===== src/rtl/uart_rx_frame_ctrl_if.sv =====
// uart_rx_frame_ctrl_if: serial line, frame configuration and received-frame outputs of the UART RX controller
interface uart_rx_frame_ctrl_if #(
  parameter int DATA_W_MAX = 9,
  parameter int PRESC_W    = 6
);
  logic                  rx_in;
  logic [PRESC_W-1:0]    prescale;
  logic [3:0]            data_len;
  logic                  par_en;
  logic                  par_type;
  logic                  stop2;
  logic [DATA_W_MAX-1:0] p_data;
  logic                  data_valid;
  logic                  par_err;
  logic                  stp_err;
  logic                  strt_glitch;
  logic                  break_det;
  logic                  busy;
  modport master (
    output rx_in, prescale, data_len, par_en, par_type, stop2,
    input  p_data, data_valid, par_err, stp_err, strt_glitch, break_det, busy
  );
  modport slave (
    input  rx_in, prescale, data_len, par_en, par_type, stop2,
    output p_data, data_valid, par_err, stp_err, strt_glitch, break_det, busy
  );
endinterface


===== src/rtl/uart_rx_frame_ctrl.sv =====
// uart_rx_frame_ctrl: oversampling UART receiver with runtime frame format, majority sampling and error/break detection
module uart_rx_frame_ctrl #(
  parameter int DATA_W_MAX = 9,
  parameter int PRESC_W    = 6
) (
  input logic clk,
  input logic reset,
  uart_rx_frame_ctrl_if.slave bus
);
  typedef enum logic [2:0] {IDLE, START, DATA, PARITY, STOP, DONE, WAIT_HI} state_t;
  state_t state_q, state_d;
  logic [PRESC_W-1:0] edge_q, edge_d, presc_q, presc_d, presc_in, half;
  logic [3:0] bit_q, bit_d, len_q, len_d, len_in;
  logic par_en_q, par_en_d, par_type_q, par_type_d, stop2_q, stop2_d;
  logic [DATA_W_MAX-1:0] shift_q, shift_d, p_data_q, p_data_d;
  logic s0_q, s0_d, s1_q, s1_d, s2_q, s2_d, par_bit_q, par_bit_d;
  logic s2, bit_v, last, frame_zero, go, cap;
  assign presc_in = bus.prescale < PRESC_W'(4) ? PRESC_W'(4) : {bus.prescale[PRESC_W-1:1], 1'b0};
  assign len_in = bus.data_len < 4'd5 ? 4'd5 : bus.data_len > 4'(DATA_W_MAX) ? 4'(DATA_W_MAX) : bus.data_len;
  assign half = presc_q >> 1;
  assign last = edge_q == presc_q - PRESC_W'(1);
  // with P=4 the third sample coincides with the decision edge, so it is taken straight from the line
  assign s2 = edge_q == half + PRESC_W'(1) ? bus.rx_in : s2_q;
  assign bit_v = (s0_q & s1_q) | (s0_q & s2) | (s1_q & s2);
  assign frame_zero = shift_q == '0 && (!par_en_q || !par_bit_q);
  assign go = !bus.rx_in;
  assign cap = (state_q == IDLE || state_q == DONE) && go;
  assign bus.p_data = p_data_q;
  assign bus.busy = state_q != IDLE;
  assign bus.data_valid = state_q == DONE;
  always_comb begin
    state_d = state_q;
    edge_d = last ? '0 : edge_q + PRESC_W'(1);
    bit_d = bit_q;
    presc_d = presc_q;
    len_d = len_q;
    par_en_d = par_en_q;
    par_type_d = par_type_q;
    stop2_d = stop2_q;
    shift_d = shift_q;
    p_data_d = p_data_q;
    par_bit_d = par_bit_q;
    s0_d = edge_q == half - PRESC_W'(1) ? bus.rx_in : s0_q;
    s1_d = edge_q == half ? bus.rx_in : s1_q;
    s2_d = s2;
    bus.par_err = 1'b0;
    bus.stp_err = 1'b0;
    bus.strt_glitch = 1'b0;
    bus.break_det = 1'b0;
    case (state_q)
      IDLE: begin
        edge_d = '0;
        state_d = go ? START : IDLE;
      end
      START: if (last) begin
        bus.strt_glitch = bit_v;
        state_d = bit_v ? IDLE : DATA;
        bit_d = '0;
      end
      DATA: if (last) begin
        shift_d[bit_q] = bit_v;
        bit_d = bit_q == len_q - 4'd1 ? 4'd0 : bit_q + 4'd1;
        state_d = bit_q != len_q - 4'd1 ? DATA : par_en_q ? PARITY : STOP;
      end
      PARITY: if (last) begin
        par_bit_d = bit_v;
        bus.par_err = bit_v != (^shift_q ^ par_type_q);
        state_d = bus.par_err ? WAIT_HI : STOP;
      end
      STOP: if (last) begin
        bus.break_det = !bit_v && frame_zero;
        bus.stp_err = !bit_v && !frame_zero;
        bit_d = 4'd1;
        state_d = !bit_v ? WAIT_HI : (stop2_q && bit_q == 4'd0) ? STOP : DONE;
        p_data_d = state_d == DONE ? shift_q : p_data_q;
      end
      // the DONE cycle already spans the first line cycle of a back-to-back start bit
      DONE: begin
        edge_d = go ? PRESC_W'(1) : '0;
        state_d = go ? START : IDLE;
      end
      WAIT_HI: begin
        edge_d = '0;
        state_d = bus.rx_in ? IDLE : WAIT_HI;
      end
      default: state_d = IDLE;
    endcase
    if (cap) begin
      presc_d = presc_in;
      len_d = len_in;
      par_en_d = bus.par_en;
      par_type_d = bus.par_type;
      stop2_d = bus.stop2;
      shift_d = '0;
    end
  end
  always_ff @(posedge clk or posedge reset) begin
    if (reset) begin
      state_q <= IDLE;
      edge_q <= '0;
      bit_q <= '0;
      presc_q <= '0;
      len_q <= '0;
      par_en_q <= 1'b0;
      par_type_q <= 1'b0;
      stop2_q <= 1'b0;
      shift_q <= '0;
      p_data_q <= '0;
      par_bit_q <= 1'b0;
      s0_q <= 1'b0;
      s1_q <= 1'b0;
      s2_q <= 1'b0;
    end else begin
      state_q <= state_d;
      edge_q <= edge_d;
      bit_q <= bit_d;
      presc_q <= presc_d;
      len_q <= len_d;
      par_en_q <= par_en_d;
      par_type_q <= par_type_d;
      stop2_q <= stop2_d;
      shift_q <= shift_d;
      p_data_q <= p_data_d;
      par_bit_q <= par_bit_d;
      s0_q <= s0_d;
      s1_q <= s1_d;
      s2_q <= s2_d;
    end
  end
endmodule


===== src/flat_wrapper.sv =====
// flat-port wrapper written by rule: the top's interface ports become plain ports
module uart_rx_frame_ctrl_flat 
#(
  parameter int DATA_W_MAX = 9,
  parameter int PRESC_W    = 6
)
  (clk, reset, bus_rx_in, bus_prescale, bus_data_len, bus_par_en, bus_par_type, bus_stop2, bus_p_data, bus_data_valid, bus_par_err, bus_stp_err, bus_strt_glitch, bus_break_det, bus_busy);
  uart_rx_frame_ctrl_if #(.DATA_W_MAX(DATA_W_MAX), .PRESC_W(PRESC_W)) bus_i ();
  input logic clk;
  input logic reset;
  input wire logic [$bits(bus_i.rx_in)-1:0] bus_rx_in;
  input wire logic [$bits(bus_i.prescale)-1:0] bus_prescale;
  input wire logic [$bits(bus_i.data_len)-1:0] bus_data_len;
  input wire logic [$bits(bus_i.par_en)-1:0] bus_par_en;
  input wire logic [$bits(bus_i.par_type)-1:0] bus_par_type;
  input wire logic [$bits(bus_i.stop2)-1:0] bus_stop2;
  output wire logic [$bits(bus_i.p_data)-1:0] bus_p_data;
  output wire logic [$bits(bus_i.data_valid)-1:0] bus_data_valid;
  output wire logic [$bits(bus_i.par_err)-1:0] bus_par_err;
  output wire logic [$bits(bus_i.stp_err)-1:0] bus_stp_err;
  output wire logic [$bits(bus_i.strt_glitch)-1:0] bus_strt_glitch;
  output wire logic [$bits(bus_i.break_det)-1:0] bus_break_det;
  output wire logic [$bits(bus_i.busy)-1:0] bus_busy;
  assign bus_i.rx_in = bus_rx_in;
  assign bus_i.prescale = bus_prescale;
  assign bus_i.data_len = bus_data_len;
  assign bus_i.par_en = bus_par_en;
  assign bus_i.par_type = bus_par_type;
  assign bus_i.stop2 = bus_stop2;
  assign bus_p_data = bus_i.p_data;
  assign bus_data_valid = bus_i.data_valid;
  assign bus_par_err = bus_i.par_err;
  assign bus_stp_err = bus_i.stp_err;
  assign bus_strt_glitch = bus_i.strt_glitch;
  assign bus_break_det = bus_i.break_det;
  assign bus_busy = bus_i.busy;
  uart_rx_frame_ctrl #(.DATA_W_MAX(DATA_W_MAX), .PRESC_W(PRESC_W)) u_core (.clk(clk), .reset(reset), .bus(bus_i));
endmodule

===== config.mk =====
export PLATFORM = sky130hd
export DESIGN_NAME = uart_rx_frame_ctrl_flat
export DESIGN_NICKNAME = d
export VERILOG_FILES = /design/src/rtl/uart_rx_frame_ctrl_if.sv /design/src/rtl/uart_rx_frame_ctrl.sv /design/src/flat_wrapper.sv
export SDC_FILE = /design/constraint.sdc
export NUM_CORES = 1
export LEC_CHECK = 0
export CAP_MARGIN = 30
export CELL_PAD_IN_SITES_DETAIL_PLACEMENT = 1
export CELL_PAD_IN_SITES_GLOBAL_PLACEMENT = 2
export CORE_UTILIZATION = 36
export DETAILED_ROUTE_END_ITERATION = 8
export HOLD_SLACK_MARGIN = 0.05
export PLACE_DENSITY = 0.79
export SKIP_LAST_GASP = 1
export SYNTH_ARGS = -nofsm -noshare
export SYNTH_HDL_FRONTEND = slang
export SYNTH_SLANG_ARGS = --single-unit

===== constraint.sdc =====
create_clock -name clk -period 4 [get_ports clk]
set_input_delay 1.2 -clock clk [delete_from_list [all_inputs] [get_ports clk]]
set_output_delay 1.2 -clock clk [all_outputs]
set_load 0.01 [all_outputs]

==> results of run 1 <==
state kept, by name (all words and copies together), names as in the netlist:
signal             count
u_core.bus.p_data      9
u_core.presc_q         5
u_core.par_en_q        1
u_core.s0_q            1
u_core.par_type_q      1
u_core.edge_q          6
u_core.par_bit_q       1
u_core.shift_q         9
u_core.bit_q           4
u_core.s2_q            1
u_core.stop2_q         1
u_core.len_q           4
u_core.s1_q            1
u_core.state_q         3
kinds of logic after synthesis:
family | synth area share (%)
XOR/XNOR | 9.71
adder cells (fa/ha/maj) | 5.25
flip-flops | 38.5
AO/OA/AOI/OAI | 10.9
buffers and inverters | 6.48
AND/OR/NAND/NOR | 19.1
multiplexers | 10.0
critical path, delay by kind of cell, from the launching register on:
family | cells | cell delay (ns)
xor+xnor | 1 | 0.16
compound gates | 3 | 0.75
simple gates | 3 | 0.42
fa+ha+maj | 1 | 0.23
buf+inv | 2 | 0.29
flops | 1 | 0.41
repair_timing:
item / CTS / global route
pin swaps: 0 / 2
gates resized for setup: 8 / 10
endpoints found under the setup margin: 4 / 4
gates cloned: 0 / 0
power by group:
part / total, mW / switching [mW] / internal (mW)
Sequential: 0.776 / 0.179 / 0.597
Combinational: 1.09 / 0.554 / 0.536
Clock: 0.286 / 0.164 / 0.122
layout by cell type, fill, tap and decap left out, types with 2 or more instances in the layout:
master            n
dfrtp_1          47
nor2_1           33
nand2_1          28
clkdlybuf4s50_1  24
xnor2_1          23
inv_1            16
o21ai_0          14
buf_4            14
nand3_1          12
mux2_2           12
ha_1             11
mux2_4           10
xor2_1            9
nor3_1            9
a21oi_1           8
a211oi_1          8
clkbuf_8          5
nor2b_1           4
or4_1             3
nand4_1           2
nor3_2            2
nor4_2            2
nor4_1            2
mux2i_1           2
o311ai_0          2
buf_2             2
through the flow:
stage | instance area, sq um | setup WS, ns
global route | 3570 | 0.0744
CTS | 3560 | -0.121
floorplan | 3050 | 0.216
detailed placement | 3470 | -0.397
finish | 3570 | 0.229
global placement | 3450 | -0.392
layer usage:
layer / up-vias / track usage, % / wire [microns]
met5: - / 0 / 0
met4: 0 / 4.62 / 86
met3: 8 / 2.59 / 142
met2: 24 / 28.3 / 3250
met1: 1149 / 25.7 / 3530
li1: 1154 / - / -
worst max path at each step:
stage / to / slack, ns / cells past startpoint
floorplan: bus_strt_glitch / 0.22 / 7
global placement: bus_par_err / -0.39 / 9
detailed placement: bus_par_err / -0.40 / 9
CTS: bus_par_err / -0.12 / 9
global route: bus_par_err / 0.07 / 10
finish: bus_par_err / 0.23 / 10
final cells by class:
type	count	area share, %
Timing Repair Buffer	44	11.3
Tap cell	105	3.68
Multi-Input combinational cell	231	47.8
Sequential cell	47	32.9
Clock buffer	6	2.03
Inverter	18	1.89
Clock inverter	2	0.351
==> metrics.txt, run 1 <==
number of global-route vias before repair 2438; WS Path Type reg2out; power density over the cells 603 mW/mm^2; via count 2335; Yosys cell types 58; die area 0.00885 sq mm; fin util 43.4%; Hold Crit Depth 1; Top FF cell, synth dfrtp_1; hold_buf cts 0; CTS Buf Count 5; dominant cell by count in the synthesized netlist dfrtp_1; Mapped Area 0.00305 sq mm; Synth Register Bits 47; Seq/Total Area, Yosys 38.5%; Vias per Instance 5.15; number of synthesized flops with an enable pin 0; max incr delay on CP 0.41 ns; first-pass GRT wire length 12400 microns; Setup TNS Final 0 ns; Antenna Diode Count 0; Async SR Flop Fraction 100%; Final Skew 0.0131 ns; FF/Latch Area 0.00118 sq mm; Skew-Pair Late Insertion Delay 0.31 ns; Max Fclk 265 MHz; fin nets 375; CTS root buf clkbuf_8; remaining antenna violation count after routing 0; GRT Total Usage 18.0%; final wirelength 7010 microns; CP Max Fanout 4; worst reg2reg setup slack 0.78 ns; initial core utilization 37.2%; WP data required 2.80 ns; # Post-CTS Setup Buffers 0; routed length per instance 15.5 microns; Post-synth top cells dfrtp_1 (47), nor2_1 (33), nand2_1 (28); Fin Hold WS 0.513 ns; IO Count 31; Synth area leaders dfrtp_1 (39%), xnor2_1 (6.6%), ha_1 (4.9%), mux2_4 (4.9%), mux2_2 (4.4%); slew of the pin with the lowest slew margin 0.781 ns; Area Overhead vs Synth 16.9%; Cell Rows 33; clock transition at the registers of the reported paths 0.10 ns; Yosys top cell area share 38.5%; reg2reg start u_core.presc_q[1]$_DFFE_PP0P_; Reg2Reg Depth 9; warnings from Yosys 0; worst path cell trace ha_1 -> nand2b_4 -> or2_0 -> a311oi_2 -> o211ai_2 -> a21o_2 -> buf_4 -> xor2_1 -> nor3_2 -> clkbuf_2; slew margin rel. 47.5%; startpoint types flop; largest net degree at the start of global routing 40; hold crit path type reg2reg; post-DP HPWL 5300 microns; Synth area leader dfrtp_1; clock sinks 47; reg2reg end u_core.bus.p_data[7]$_DFFE_PP0P_; Final Hold Vio Count 0; fin crit share 94.3%; RSZ-0062 raised after global routing false; Cells after DPL 445; FILL cells 961; run status finished, final reports clean; Net Count, Synth 345; final setup violating endpoints 0; Avg Synthesized Cell Area 9.63 sq um; core area 0.00822 sq mm; antenna violations before repair 0; die extent in y 94.1 microns; TritonRoute pass-1 iters 4; CTS H-tree depth 2; 1st-iter DRT viols 66; number of port buffers 29; Multi-input gate area 0.00171 sq mm; crit path from u_core.presc_q[2]$_DFFE_PP0P_; Final min period 3.77 ns; placer congestion estimate 0.763; Hold Path End u_core.bus.p_data[5]$_DFFE_PP0P_; peak supply drop 0.245 mV; Cell Count, Final, Fillers Out 453; power after layout 2.15 mW; Pleak 1.48 nW; DRC Markers 0; WP data arrival 2.57 ns; CTS tree yes; Hold Path Origin u_core.shift_q[5]$_DFFE_PP0P_; max-cap violation count 0; final global-route overflow total 0; clock buffer depth 2; Critical Path End Type output port; Pins Over Slew Limit 0; fraction of layout cells with a size suffix above 1 19.0%; die width 94.1 microns; Post-Syn Instances 317; Slowest-stage cell, CP dfrtp_1
(Power assumes the default switching activity.)
==> run 2: changes to the inputs <==
--- a/config.mk
+++ b/config.mk
@@ -11,7 +11,7 @@
 export CORE_UTILIZATION = 36
 export DETAILED_ROUTE_END_ITERATION = 8
 export HOLD_SLACK_MARGIN = 0.05
-export PLACE_DENSITY = 0.79
+export PLACE_DENSITY_LB_ADDON = 0.1
 export SKIP_LAST_GASP = 1
 export SYNTH_ARGS = -nofsm -noshare
 export SYNTH_HDL_FRONTEND = slang
==> run 2 against run 1 <==
Setup slack lost 0.14 ns. Clock skew is 0.0021 ns lower. Count of clock-buffer cells in the layout is 1 lower. Non-clock buffer count increased by 7. Core utilization rose by 1.7 points. Register-to-register slack gained 0.09 ns. Sequential power decreased by 0.6%. Sequential share of layout area fell by 1.3 points. Total power grew 11%. Critical path type unchanged. Critical endpoint is now bus_strt_glitch.
==> metrics.txt, run 2 (synthesis results as in run 1) <==
Vias per Instance 5.16 (was 5.15); FILL cells 949 (was 961); clock transition at the registers of the reported paths 0.10 ns (about the same); hold crit path type reg2reg (unchanged); remaining antenna violation count after routing 0 (unchanged); Area Overhead vs Synth 21.6% (was 16.9%); Final Skew 0.0110 ns (was 0.0131 ns); Pleak 1.55 nW (was 1.48 nW); crit path from u_core.presc_q[2]$_DFFE_PP0P_ (unchanged); fraction of layout cells with a size suffix above 1 21.1% (was 19.0%); die width 94.1 microns (unchanged); CTS Buf Count 5 (unchanged); Setup TNS Final 0 ns (unchanged); core area 0.00822 sq mm (unchanged); first-pass GRT wire length 12800 microns (was 12400 microns); antenna violations before repair 0 (unchanged); Final Hold Vio Count 0 (unchanged); reg2reg end u_core.bus.p_data[8]$_DFFE_PP0P_ (was u_core.bus.p_data[7]$_DFFE_PP0P_); end of the critical path bus_strt_glitch (was bus_par_err); number of global-route vias before repair 2507 (was 2438); Cell Int Power 1.44 mW (was 1.25 mW); final global-route overflow total 0 (unchanged); Critical Path End Type output port (unchanged); WP data arrival 2.71 ns (was 2.57 ns); TritonRoute pass-1 iters 4 (unchanged); CTS H-tree depth 2 (unchanged); CTS root buf clkbuf_8 (unchanged); number of port buffers 29 (unchanged); Pins Over Slew Limit 0 (unchanged); run status finished, final reports clean (unchanged); WP data required 2.80 ns (about the same); die extent in y 94.1 microns (unchanged); routed length per instance 16.1 microns (was 15.5 microns); CP Max Fanout 10 (was 4); reg2reg start u_core.presc_q[2]$_DFFE_PP0P_ (was u_core.presc_q[1]$_DFFE_PP0P_); final setup violating endpoints 0 (unchanged); fin nets 382 (was 375); DRC Markers 0 (unchanged); largest net degree at the start of global routing 36 (was 40); post-DP HPWL 5690 microns (was 5300 microns); IO Count 31 (unchanged); power density over the cells 644 mW/mm^2 (was 603 mW/mm^2); worst reg2reg setup slack 0.87 ns (was 0.78 ns); via count 2374 (was 2335); fin crit share 97.7% (was 94.3%); peak supply drop 0.275 mV (was 0.245 mV); clock sinks 47 (unchanged); clock buffer depth 2 (unchanged); Fin Hold WS 0.517 ns (was 0.513 ns); WS Path Type reg2out (unchanged); Reg2Reg Depth 9 (unchanged); Antenna Diode Count 0 (unchanged); Cell Rows 33 (unchanged); CTS tree yes (unchanged); 1st-iter DRT viols 69 (was 66); most common cell after layout, fill and taps aside dfrtp_1 (unchanged); Max Fclk 256 MHz (was 265 MHz); power after layout 2.39 mW (was 2.15 mW); P_sw 950 uW (was 897 uW); Seq pwr share 32.3% (was 36.0%); GRT Total Usage 18.9% (was 18.0%); slew margin rel. 52.5% (was 47.5%); startpoint types flop (unchanged); Switching Share 39.8% (was 41.7%); max-cap violation count 0 (unchanged); final wirelength 7410 microns (was 7010 microns); Final min period 3.91 ns (was 3.77 ns); Skew-Pair Late Insertion Delay 0.31 ns (about the same); die area 0.00885 sq mm (unchanged); slew of the pin with the lowest slew margin 0.706 ns (was 0.781 ns); hold_buf cts 0 (unchanged); clock power share 18.3% (was 13.3%); placer congestion estimate 0.748 (was 0.763); most frequent cells in the layout dfrtp_1 (47), nor2_1 (33), nand2_1 (28), clkdlybuf4s50_1 (24), xnor2_1 (23) (unchanged); Comb power frac 49.4% (was 50.7%); Hold Crit Depth 1 (unchanged); initial core utilization 37.2% (unchanged)
==> run 2: layout make-up <==
cell class | instances | area, sq um | share of cell area (%)
repair buffers | 51 | 470 | 12.7
clock inverters | 3 | 71.3 | 1.92
inverters | 18 | 67.6 | 1.82
well taps | 105 | 131 | 3.54
clock buffers | 5 | 68.8 | 1.85
multi-input cells | 231 | 1730 | 46.5
flip-flops and latches | 47 | 1180 | 31.7
==> run 2: through the flow <==
| stage | cell area, sq um | std cells | worst slack (ns) | utilization, % |
|---|---|---|---|---|
| after floorplan | 3050 | 317 | 0.216 | - |
| after global placement | 3470 | 445 | -0.430 | 42.3 |
| after detailed placement | 3490 | 446 | -0.473 | 42.5 |
| after CTS | 3660 | 456 | -0.0192 | 44.5 |
| after global routing | 3710 | 460 | -0.0178 | 45.2 |
| final | 3710 | 460 | 0.0928 | 45.2 |
==> run 2: power by group through the flow <==
stage | clock (mW) | sequential, mW | combinational, mW
global placement | 0 | 0.778 | 1.08
detailed placement | 0 | 0.784 | 1.10
finish | 0.438 | 0.771 | 1.18
global route | 0.472 | 0.795 | 1.32
floorplan | 0 | 0.680 | 0.907
CTS | 0.451 | 0.772 | 1.14
==> run 2: worst min path at each step <==
stage	start	end	slack, ns
after CTS	u_core.shift_q[5]$_DFFE_PP0P_	u_core.bus.p_data[5]$_DFFE_PP0P_	0.52
after global placement	u_core.shift_q[0]$_DFFE_PP0P_	u_core.bus.p_data[0]$_DFFE_PP0P_	0.49
after floorplan	u_core.par_bit_q$_DFFE_PP0P_	u_core.par_bit_q$_DFFE_PP0P_	0.48
final	u_core.shift_q[5]$_DFFE_PP0P_	u_core.bus.p_data[5]$_DFFE_PP0P_	0.52
after global routing	u_core.shift_q[5]$_DFFE_PP0P_	u_core.bus.p_data[5]$_DFFE_PP0P_	0.53
after detailed placement	u_core.shift_q[5]$_DFFE_PP0P_	u_core.bus.p_data[5]$_DFFE_PP0P_	0.50
==> run 2: worst max-delay path, cell delays in order (launching register included) <==
cell,delay [ns]
dfrtp_1,0.41
inv_1,0.10
ha_4,0.20
o21ba_1,0.18
a221o_1,0.35
a211o_1,0.38
buf_12,0.17
nor4b_2,0.20
buf_4,0.14
dlygate4sd2_1,0.25
==> run 2: per-layer routing <==
metal  wire, microns  global-route usage [%]  vias to the layer above
li1                -                       -                     1170
met1            3820                    26.8                     1164
met2            3340                    30.2                       33
met3             180                    2.67                        7
met4              70                    4.23                        0
met5               0                       0                        -
==> run 2: timing repair <==
action	in CTS	in global routing
setup buffers	2	4
pin swaps	1	3
endpoints found under the setup margin	4	4
gates cloned	0	0
resized for setup	14	5
